## src/rtl/sync_meas.sv

```systemverilog
// Input-timing analyser for the TVP7002 capture domain: line length, lines per field,
// interlace detection and horizontal lock. Optional per-field clock count under `PCNT_FRAME_EN.
`timescale 1ns/1ps

module sync_meas #(
   parameter int HCNT_W       = 12,
   parameter int VCNT_W       = 11,
   parameter int H_TOL        = 4,
   parameter int STABLE_LINES = 8
) (
   input  logic              PCLK_in,
   input  logic              hw_reset_n,
   input  logic              HSYNC_in,
   input  logic              VSYNC_in,
   input  logic              FID_in,
   input  logic              hs_pol,
   input  logic              vs_pol,
   output logic [HCNT_W-1:0] hmax,
   output logic [VCNT_W-1:0] vmax,
   output logic              ilace_flag,
   output logic              vsync_flag,
   output logic              h_unstable,
   output logic              line_stb,
   output logic [19:0]       pcnt_frame
);

   localparam int STAB_W = $clog2(STABLE_LINES + 1);

   typedef enum logic [1:0] {UNLOCKED = 2'd0, LOCKING = 2'd1, LOCKED = 2'd2} state_t;

   logic              hs_q, hs_d, hs_prev_q, vs_q, vs_d, vs_prev_q;
   logic              hs_edge, vs_edge;
   logic [HCNT_W-1:0] hcnt_q, hcnt_d, len_ref_q, len_ref_d, hmax_q, hmax_d, len;
   logic              hcnt_sat, in_tol;
   logic signed [HCNT_W:0] diff;
   logic [HCNT_W:0]   adiff;
   state_t            state_q, state_d;
   logic [STAB_W-1:0] stab_q, stab_d;
   logic              h_unstable_q, h_unstable_d, line_stb_q, line_stb_d;
   logic [VCNT_W-1:0] vcnt_q, vcnt_d, vcnt_inc, vmax_q, vmax_d;
   logic              vflag_q, vflag_d, ilace_q, ilace_d;
   logic              fid_prev_q, fid_prev_d, fid_valid_q, fid_valid_d;

   // Polarity normalisation (1 = active) and leading-edge detection on the registered syncs.
   always_comb begin
      hs_d     = HSYNC_in ^ ~hs_pol;
      vs_d     = VSYNC_in ^ ~vs_pol;
      hs_edge  = hs_q & ~hs_prev_q;
      vs_edge  = vs_q & ~vs_prev_q;
      hcnt_sat = &hcnt_q;
      len      = hcnt_sat ? hcnt_q : hcnt_q + HCNT_W'(1);
      diff     = $signed({1'b0, len}) - $signed({1'b0, len_ref_q});
      adiff    = diff[HCNT_W] ? unsigned'(-diff) : unsigned'(diff);
      in_tol   = (adiff <= (HCNT_W+1)'(H_TOL));
   end

   // NOTE: every combinational output gets a default first, so no path leaves it unassigned (no latch).
   always_comb begin
      hcnt_d    = len;
      len_ref_d = len_ref_q;
      state_d   = state_q;
      stab_d    = stab_q;
      hmax_d    = hmax_q;
      if (hs_edge) begin
         hcnt_d    = '0;
         len_ref_d = len;
         case (state_q)
            UNLOCKED: begin
               if (in_tol) begin
                  stab_d  = STAB_W'(1);
                  state_d = LOCKING;
               end
            end
            LOCKING: begin
               if (!in_tol) begin
                  state_d = UNLOCKED;
                  stab_d  = '0;
               end else if (stab_q == STAB_W'(STABLE_LINES - 1)) begin
                  state_d = LOCKED;
                  hmax_d  = len;
               end else begin
                  stab_d = stab_q + STAB_W'(1);
               end
            end
            LOCKED: begin
               if (in_tol) begin
                  hmax_d = len;
               end else begin
                  state_d = UNLOCKED;
                  stab_d  = '0;
               end
            end
            default: begin
               state_d = UNLOCKED;
               stab_d  = '0;
            end
         endcase
      end else if (hcnt_sat) begin
         // No hsync for a full counter span: the line length is meaningless.
         state_d = UNLOCKED;
         stab_d  = '0;
      end
      h_unstable_d = (state_d != LOCKED);
      line_stb_d   = hs_edge;
   end

   always_comb begin
      vcnt_inc    = (&vcnt_q) ? vcnt_q : vcnt_q + VCNT_W'(1);
      vcnt_d      = hs_edge ? vcnt_inc : vcnt_q;
      vmax_d      = vmax_q;
      vflag_d     = vflag_q;
      ilace_d     = ilace_q;
      fid_prev_d  = fid_prev_q;
      fid_valid_d = fid_valid_q;
      if (vs_edge) begin
         // A coincident hsync still belongs to the field that is ending.
         vmax_d      = hs_edge ? vcnt_inc : vcnt_q;
         vcnt_d      = '0;
         vflag_d     = ~vflag_q;
         if (fid_valid_q) ilace_d = FID_in ^ fid_prev_q;
         fid_prev_d  = FID_in;
         fid_valid_d = 1'b1;
      end
   end

   // NOTE: state registers use non-blocking assignments so every flop samples pre-edge values.
   always_ff @(posedge PCLK_in or negedge hw_reset_n) begin
      if (!hw_reset_n) begin
         hs_q         <= 1'b0;
         hs_prev_q    <= 1'b0;
         vs_q         <= 1'b0;
         vs_prev_q    <= 1'b0;
         hcnt_q       <= '0;
         len_ref_q    <= '0;
         hmax_q       <= '0;
         state_q      <= UNLOCKED;
         stab_q       <= '0;
         h_unstable_q <= 1'b1;
         line_stb_q   <= 1'b0;
         vcnt_q       <= '0;
         vmax_q       <= '0;
         vflag_q      <= 1'b0;
         ilace_q      <= 1'b0;
         fid_prev_q   <= 1'b0;
         fid_valid_q  <= 1'b0;
      end else begin
         hs_q         <= hs_d;
         hs_prev_q    <= hs_q;
         vs_q         <= vs_d;
         vs_prev_q    <= vs_q;
         hcnt_q       <= hcnt_d;
         len_ref_q    <= len_ref_d;
         hmax_q       <= hmax_d;
         state_q      <= state_d;
         stab_q       <= stab_d;
         h_unstable_q <= h_unstable_d;
         line_stb_q   <= line_stb_d;
         vcnt_q       <= vcnt_d;
         vmax_q       <= vmax_d;
         vflag_q      <= vflag_d;
         ilace_q      <= ilace_d;
         fid_prev_q   <= fid_prev_d;
         fid_valid_q  <= fid_valid_d;
      end
   end

`ifdef PCNT_FRAME_EN
   logic [19:0] pcnt_q, pcnt_d, pcnt_inc, pcnt_frame_q, pcnt_frame_d;

   always_comb begin
      pcnt_inc     = (&pcnt_q) ? pcnt_q : pcnt_q + 20'd1;
      pcnt_d       = pcnt_inc;
      pcnt_frame_d = pcnt_frame_q;
      if (vs_edge) begin
         pcnt_frame_d = pcnt_inc;
         pcnt_d       = '0;
      end
   end

   always_ff @(posedge PCLK_in or negedge hw_reset_n) begin
      if (!hw_reset_n) begin
         pcnt_q       <= '0;
         pcnt_frame_q <= '0;
      end else begin
         pcnt_q       <= pcnt_d;
         pcnt_frame_q <= pcnt_frame_d;
      end
   end

   assign pcnt_frame = pcnt_frame_q;
`else
   assign pcnt_frame = 20'h0;
`endif

   assign hmax       = hmax_q;
   assign vmax       = vmax_q;
   assign ilace_flag = ilace_q;
   assign vsync_flag = vflag_q;
   assign h_unstable = h_unstable_q;
   assign line_stb   = line_stb_q;

endmodule
```

## config.mk

```make
export PLATFORM = sky130hd
export DESIGN_NAME = sync_meas
export DESIGN_NICKNAME = d
export VERILOG_FILES = /design/src/rtl/sync_meas.sv
export SDC_FILE = /design/constraint.sdc
export NUM_CORES = 1
export LEC_CHECK = 0
export BUFFER_PORTS_ARGS = -buffer_cell sky130_fd_sc_hd__buf_2
export CORE_MARGIN = 2
export CORE_UTILIZATION = 51
export DETAILED_ROUTE_END_ITERATION = 8
export PLACE_DENSITY = 0.83
export RECOVER_POWER = 50
export SLEW_MARGIN = 20
export SYNTH_ARGS = -nofsm -noshare
export SYNTH_HDL_FRONTEND = slang
export SYNTH_SLANG_ARGS = --single-unit
```

## constraint.sdc

```tcl
create_clock -name PCLK_in -period 10.6 [get_ports PCLK_in]
set_input_delay 2.12 -clock PCLK_in [delete_from_list [all_inputs] [get_ports PCLK_in]]
set_output_delay 2.12 -clock PCLK_in [all_outputs]
set_load 0.005 [all_outputs]
```

==> metrics.md, run 1 <==
| Metric | Value |
|---|---|
| Final #Nets | 511 |
| CTS buffer count | 9 |
| Clk_lat worst skew | 350 ps |
| Setup crit start kind | register |
| Synth warn | 0 |
| Grt ovf | 0 |
| Initial Util | 52.0% |
| Hold Vio Cnt, Final | 0 |
| H-tree depth | 3 |
| Dpl cell area | 4400 µm² |
| Slew Viols, Final | 75 |
| Fin crit share | 55.2% |
| Hold depth | 0 |
| CTS Root Cell | clkbuf_8 |
| PortBufs | 33 |
| Post-Syn Area per Cell | 9.22 µm² |
| Max cap viols | 1 |
| Post-CTS setup buffer count | 0 |
| # rows | 33 |
| Initial DRC Count | 177 |
| Diode count | 0 |
| Hold_ws | 394 ps |
| Core Util, Final | 56.1% |
| Dpl cells | 582 |
| Leakage | 2.20 nW |
| Final WS setup | 4740 ps |
| Crit end category | register |
| Antenna Violating Nets Remaining | 0 |
| Hold endpoint | hs_prev_q |
| Routed WL | 8630 µm |
| Cell count of the worst reg-to-reg path | 17 |
| Core area | 8130 µm² |
| RSZ-0062 raised after global routing | no |
| Hold_buf cts | 0 |
| Ys async rst share | 100% |
| Critical R2R Launch | hcnt_q[0] |
| R2R setup slack | 4740 ps |
| Pwr/cell area | 234 nW/µm² |
| Share of cells above drive strength 1 | 13.4% |
| CP Max Fanout | 6 |
| Outcome | finished with violations |
| Fin cells | 596 |
| Fill count | 685 |
| Top FF cell, synth | dfrtp_1 |
| Die height | 95.1 µm |
| Area grow syn2layout | 7.80% |
| Clk pin slew, worst setup/hold paths | 70 ps |
| Drt pass-1 iters | 4 |
| Post-route minimum period | 5860 ps |
| Worst flop-to-flop path endpoint | stab_q[0] |
| Resized Gates After CTS | 0 |
| Die ar. | 9040 µm² |
| Actual slew at the worst max-slew pin | 3720 ps |
| Required @ worst endpoint | 10840 ps |
| Synth unique cells | 63 |
| Hold Startpoint | hs_q |
| Routed vias/inst | 5.48 |
| Total power | 1.07 mW |
| Seq/Total Area, Yosys | 43.8% |
| Syn Inst Count | 459 |
| Commonest non-fill, non-tap cell in the layout | dfrtp_1 |
| Worst vdd ir | 0.158 mV |
| Violated checks | capacitance limit, slew limit |
| DIE WIDTH | 95.1 µm |
| Slew Limit Headroom | -148% |
| Flops & latches, synth | 74 |
| Final setup violation count | 0 |
| Vias in the first global route | 3151 |
| Largest net degree at the start of global routing | 75 |
| Sink Count | 74 |
| Finished Cell Area | 4560 µm² |
| Clock Tree Buf Depth | 2 |
| Global-route wire length before repair | 14500 µm |
| Worst slack, placed | 4800 ps |
| WS Path Type | reg -> reg |
| CTS tree | yes |
| Mapped cell area | 4230 µm² |
| Routed wire length per instance | 14.5 µm |
| Post-synth EDFFs | 0 |
| Setup_tns | 0 ps |
| HP Class | reg -> reg |
| Drt drc | 0 |
| Most frequent cells in the layout | dfrtp_1 (73), nor2_1 (50), nand2_1 (49), inv_1 (34), o21ai_0 (33) |
| Clock skew | 7.42 ps |
| Peak Freq | 171 MHz |
| Antenna violations before repair | 0 |
| Via count | 3269 |
| GRT Util Overall | 20.8% |
| Top-level port count | 54 |
| RePlAce Congestion | 0.872 |
| DP HPWL | 6280 µm |
| Crit path arrival time | 6100 ps |
-- synth_stat cells (all sizes together) (2+ instances only) --
library cell	n	area, µm²
a2111oi	3	63.8
a21boi	2	18.8
a21o	4	32.5
a21oi	20	100
a2bb2oi	2	35.0
a311oi	3	26.3
a31oi	5	31.3
a41oi	2	17.5
and2	2	13.8
and3	5	32.5
buf	23	168
clkbuf	13	50.0
dfrtp	73	1830
ha	15	188
inv	34	128
mux2	5	60.1
mux2i	7	70.1
nand2	49	184
nand2b	9	56.3
nand3	15	75.1
nand4	12	75.1
nor2	50	188
nor2b	2	12.5
nor3	9	45.0
nor3b	2	15.0
o211ai	2	15.0
o21ai	34	170
o41ai	2	25.0
or2	2	12.5
or3	4	25.0
xnor2	13	114
xor2	16	140
-- sequential cells by signal, summed over array words and instances, names as in the netlist --
signal       cells
hcnt_q          12
hmax            12
len_ref_q       12
vcnt_q          11
vmax            11
stab_q           4
state_q          2
fid_prev_q       1
fid_valid_q      1
h_unstable       1
hs_prev_q        1
hs_q             1
ilace_flag       1
line_stb         1
vs_prev_q        1
vs_q             1
vsync_flag       1
-- critical path, cell delays in order, from the launching register on --
cell and delay, ps:
dfrtp_1 420, ha_1 220, nand4_1 230, nor3_1 690, mux2i_1 560, inv_1 110
ha_1 390, nand2b_1 120, a21o_1 220, a311oi_1 530, nor4b_1 380, a41oi_1 170
nand4b_1 280, a2111oi_4 470, and2b_2 280, and2_2 180, a2bb2oi_4 210, mux2_4 320
-- power by group --
| group | switching [mW] | internal [mW] | total (mW) |
|---|---|---|---|
| Clock | 0.0976 | 0.106 | 0.203 |
| Sequential | 0.0255 | 0.312 | 0.337 |
| Combinational | 0.307 | 0.219 | 0.526 |
-- per-layer routing --
metal	wire length (µm)	track usage, %	share of wire (%)
met2	4330	34.4	50
met5	0	0	0
met4	176	8.57	2.0
met1	3670	25.9	43
met3	452	5.22	5.2
-- logic make-up after synthesis --
| logic type | after synthesis | synth area share (%) |
|---|---|---|
| AOI/OAI and AO/OA | 89 | 15.1 |
| xor gates and xnor gates | 29 | 6.00 |
| adders and majority gates | 16 | 4.91 |
| buffers and inverters | 70 | 8.16 |
| DFF | 74 | 43.8 |
| muxes | 12 | 3.07 |
| other | 1 | 0.0886 |
| and+or+nand+nor | 168 | 18.9 |
-- area by class of cell --
type | count | area, µm² | share of cell area [%]
Sequential cell | 74 | 1850 | 40.6
Clock buffer | 11 | 131 | 2.88
Timing Repair Buffer | 35 | 171 | 3.76
Clock inverter | 3 | 42.5 | 0.932
Tap cell | 105 | 131 | 2.88
Inverter | 34 | 128 | 2.80
Multi-Input combinational cell | 334 | 2110 | 46.1
-- worst max path at each step --
stage	slack (ps)	cells after the start	end	start
2_1_floorplan	5470	18	stab_q[0]	hcnt_q[0]
3_3_place_gp	5060	16	stab_q[0]	hcnt_q[0]
3_5_place_dp	4800	17	stab_q[0]	hcnt_q[0]
4_1_cts	4770	17	stab_q[0]	hcnt_q[0]
5_1_grt	4330	15	hmax[10]	hcnt_q[0]
6_report	4740	17	stab_q[0]	hcnt_q[0]
No activity file was read; power rests on OpenSTA's default activity.
==> inputs of run 2 (changes only) <==
==> constraint.sdc (replaced) <==
create_clock -name PCLK_in -period 5.64 [get_ports PCLK_in]
set_input_delay 1.128 -clock PCLK_in [delete_from_list [all_inputs] [get_ports PCLK_in]]
set_output_delay 1.128 -clock PCLK_in [all_outputs]
set_load 0.005 [all_outputs]
==> run 2 against run 1 <==
  * The run still ends with capacitance limit, slew limit left
  * First-iteration DRC count decreased by 15%
  * Power increased by 97%
  * Via count increased by 1.8%
  * Global-route usage decreased by 0.33 points
  * Clock power increased by 100%
  * Critical endpoint unchanged
  * Largest power group unchanged
  * Highest routed layer unchanged
==> metrics.md, run 2 (synthesis results as in run 1) <==
| Metric | Value |
|---|---|
| Crit path arrival time | 5580 ps |
| Sink Count | 74 |
| GR Util met3 | 4.51% |
| Fin cells | 605 |
| DP HPWL | 6240 µm |
| Final setup violation count | 0 |
| Peak Freq | 187 MHz |
| Initial DRC Count | 151 |
| Leakage | 2.26 nW |
| Fin crit share | 94.7% |
| HP Class | reg -> reg |
| Via count | 3329 |
| Levels on crit path | 20 |
| Grt ovf | 0 |
| Required @ worst endpoint | 5880 ps |
| Area grow syn2layout | 10.9% |
| Initial Util | 52.0% |
| Actual slew at the worst max-slew pin | 3850 ps |
| Final #Nets | 518 |
| Antenna violations before repair | 0 |
| Max cap viols | 1 |
| Drt drc | 0 |
| Share of cells above drive strength 1 | 17.0% |
| Violated checks | capacitance limit, slew limit |
| PortBufs | 33 |
| CP max stage cell | or3_4 |
| Core area | 8130 µm² |
| CTS buffer count | 9 |
| GRT Util Overall | 20.4% |
| CTS Root Cell | clkbuf_8 |
| Most frequent cells in the layout | dfrtp_1 (73), nor2_1 (50), nand2_1 (49), inv_1 (34), buf_2 (33) |
| Die ar. | 9040 µm² |
| Crit end category | register |
| Worst vdd ir | 0.280 mV |
| DIE WIDTH | 95.1 µm |
| Hold Startpoint | hs_q |
| Clock skew | 7.46 ps |
| CTS tree | yes |
| Top Usage Layer GRT | met2 |
| RePlAce Congestion | 0.922 |
| Top-level port count | 54 |
| Diode count | 0 |
| Largest net degree at the start of global routing | 75 |
| Worst flop-to-flop path endpoint | stab_q[0] |
| # rows | 33 |
| Pwr/cell area | 447 nW/µm² |
| Routed wire length per instance | 14.4 µm |
| H-tree depth | 3 |
| Die height | 95.1 µm |
| Commonest non-fill, non-tap cell in the layout | dfrtp_1 |
| Global-route wire length before repair | 14500 µm |
| Post-route minimum period | 5340 ps |
| Outcome | finished with violations |
| CP Cell Sequence | ha_1 -> nand4_1 -> or3_4 -> nand2_1 -> nor2_1 -> xnor2_2 -> inv_1 -> ha_1 -> a21oi_1 -> inv_1 -> o41ai_1 -> buf_4 -> nand2_1 -> xor2_1 -> a221o_1 -> a2111oi_4 -> and2b_2 -> and2_2 -> a2bb2oi_4 -> mux2_4 |
| Hold Vio Cnt, Final | 0 |
| Routed WL | 8730 µm |
| Clock Tree Buf Depth | 2 |
| Clk_lat worst skew | 350 ps |
| Slew Limit Headroom | -157% |
| Worst stage delay on the critical path | 500 ps |
| CP top delay family | compound AO/OA/AOI/OAI gates |
| Met1 Use GR | 26.2% |
| R2R setup slack | 300 ps |
| Crit path to | stab_q[0] |
| Critical path origin | hcnt_q[1] |
| Slew Viols, Final | 75 |
| Routed vias/inst | 5.50 |
| Met2 usage | 33.1% |
| Antenna Violating Nets Remaining | 0 |
| Vias in the first global route | 3153 |
| CP Max Fanout | 8 |
| Drt pass-1 iters | 5 |
| Critical R2R Launch | hcnt_q[1] |
| Setup crit start kind | register |
| Clk pin slew, worst setup/hold paths | 70 ps |
| RSZ-0062 raised after global routing | no |
| Setup_tns | 0 ps |
| Dpl cells | 587 |
| Critical path buffers and inverters | 3 |
| WS Path Type | reg -> reg |
| Cell count of the worst reg-to-reg path | 20 |
## run 2: changes by cell type in the layout (fill, tap and decap cells not counted), sizes merged
cell	before	now
buf	32	40
clkinv	1	2
## run 2: worst min-delay path by stage
stage	depth (start not counted)	end
2_1_floorplan	0	hs_prev_q
3_3_place_gp	0	hs_prev_q
3_5_place_dp	0	hs_prev_q
4_1_cts	0	hs_prev_q
5_1_grt	0	hs_prev_q
6_report	0	hs_prev_q
## run 2: final cells by class
cell class	instances	area [µm²]
sequential	74	1850
timing repair buffer	42	225
clock inverter	4	51.3
fill	633	3440
clock buffer	12	145
multi-input combinational	334	2160
tap	105	131
inverter	34	128
## run 2: worst reg2reg max path, delay by kind of cell (launching register included)
family / cells / cell delay (ps)
XOR/XNOR: 2 / 430
multiplexers: 1 / 320
AND/OR/NAND/NOR: 7 / 1480
adder cells (fa/ha/maj): 2 / 600
buffers and inverters: 3 / 390
flip-flops: 1 / 430
AO/OA/AOI/OAI: 5 / 1580
## run 2: what timing repair did
action | in CTS | in global routing
buffers inserted | 0 | 2
setup endpoints to repair | 0 | 19
hold buffers | 0 | 0
resized for setup | 0 | 11
## run 2: per-layer routing
| metal | part of all wire, % | wire length [µm] |
|---|---|---|
| met5 | 0 | 0 |
| met4 | 2.4 | 212 |
| met3 | 3.8 | 329 |
| met2 | 50 | 4330 |
| met1 | 44 | 3860 |
## run 2: metrics by stage
stage	setup slack [ps]	hold slack [ps]	area [µm²]	total power, mW	util [%]
final	298	392	4700	2.10	57.7
after global routing	26.9	406	4700	2.24	57.7
after CTS	50.7	396	4630	2.02	56.9
after detailed placement	83.2	371	4440	1.61	54.5
after global placement	246	362	4440	1.56	54.5
after floorplan	515	355	4300	1.43	-
## run 2: where the power goes
part / internal, mW / switching (mW) / total [mW]
combinational: 0.447 / 0.606 / 1.05
sequential: 0.585 / 0.0486 / 0.634
clock: 0.217 / 0.195 / 0.412
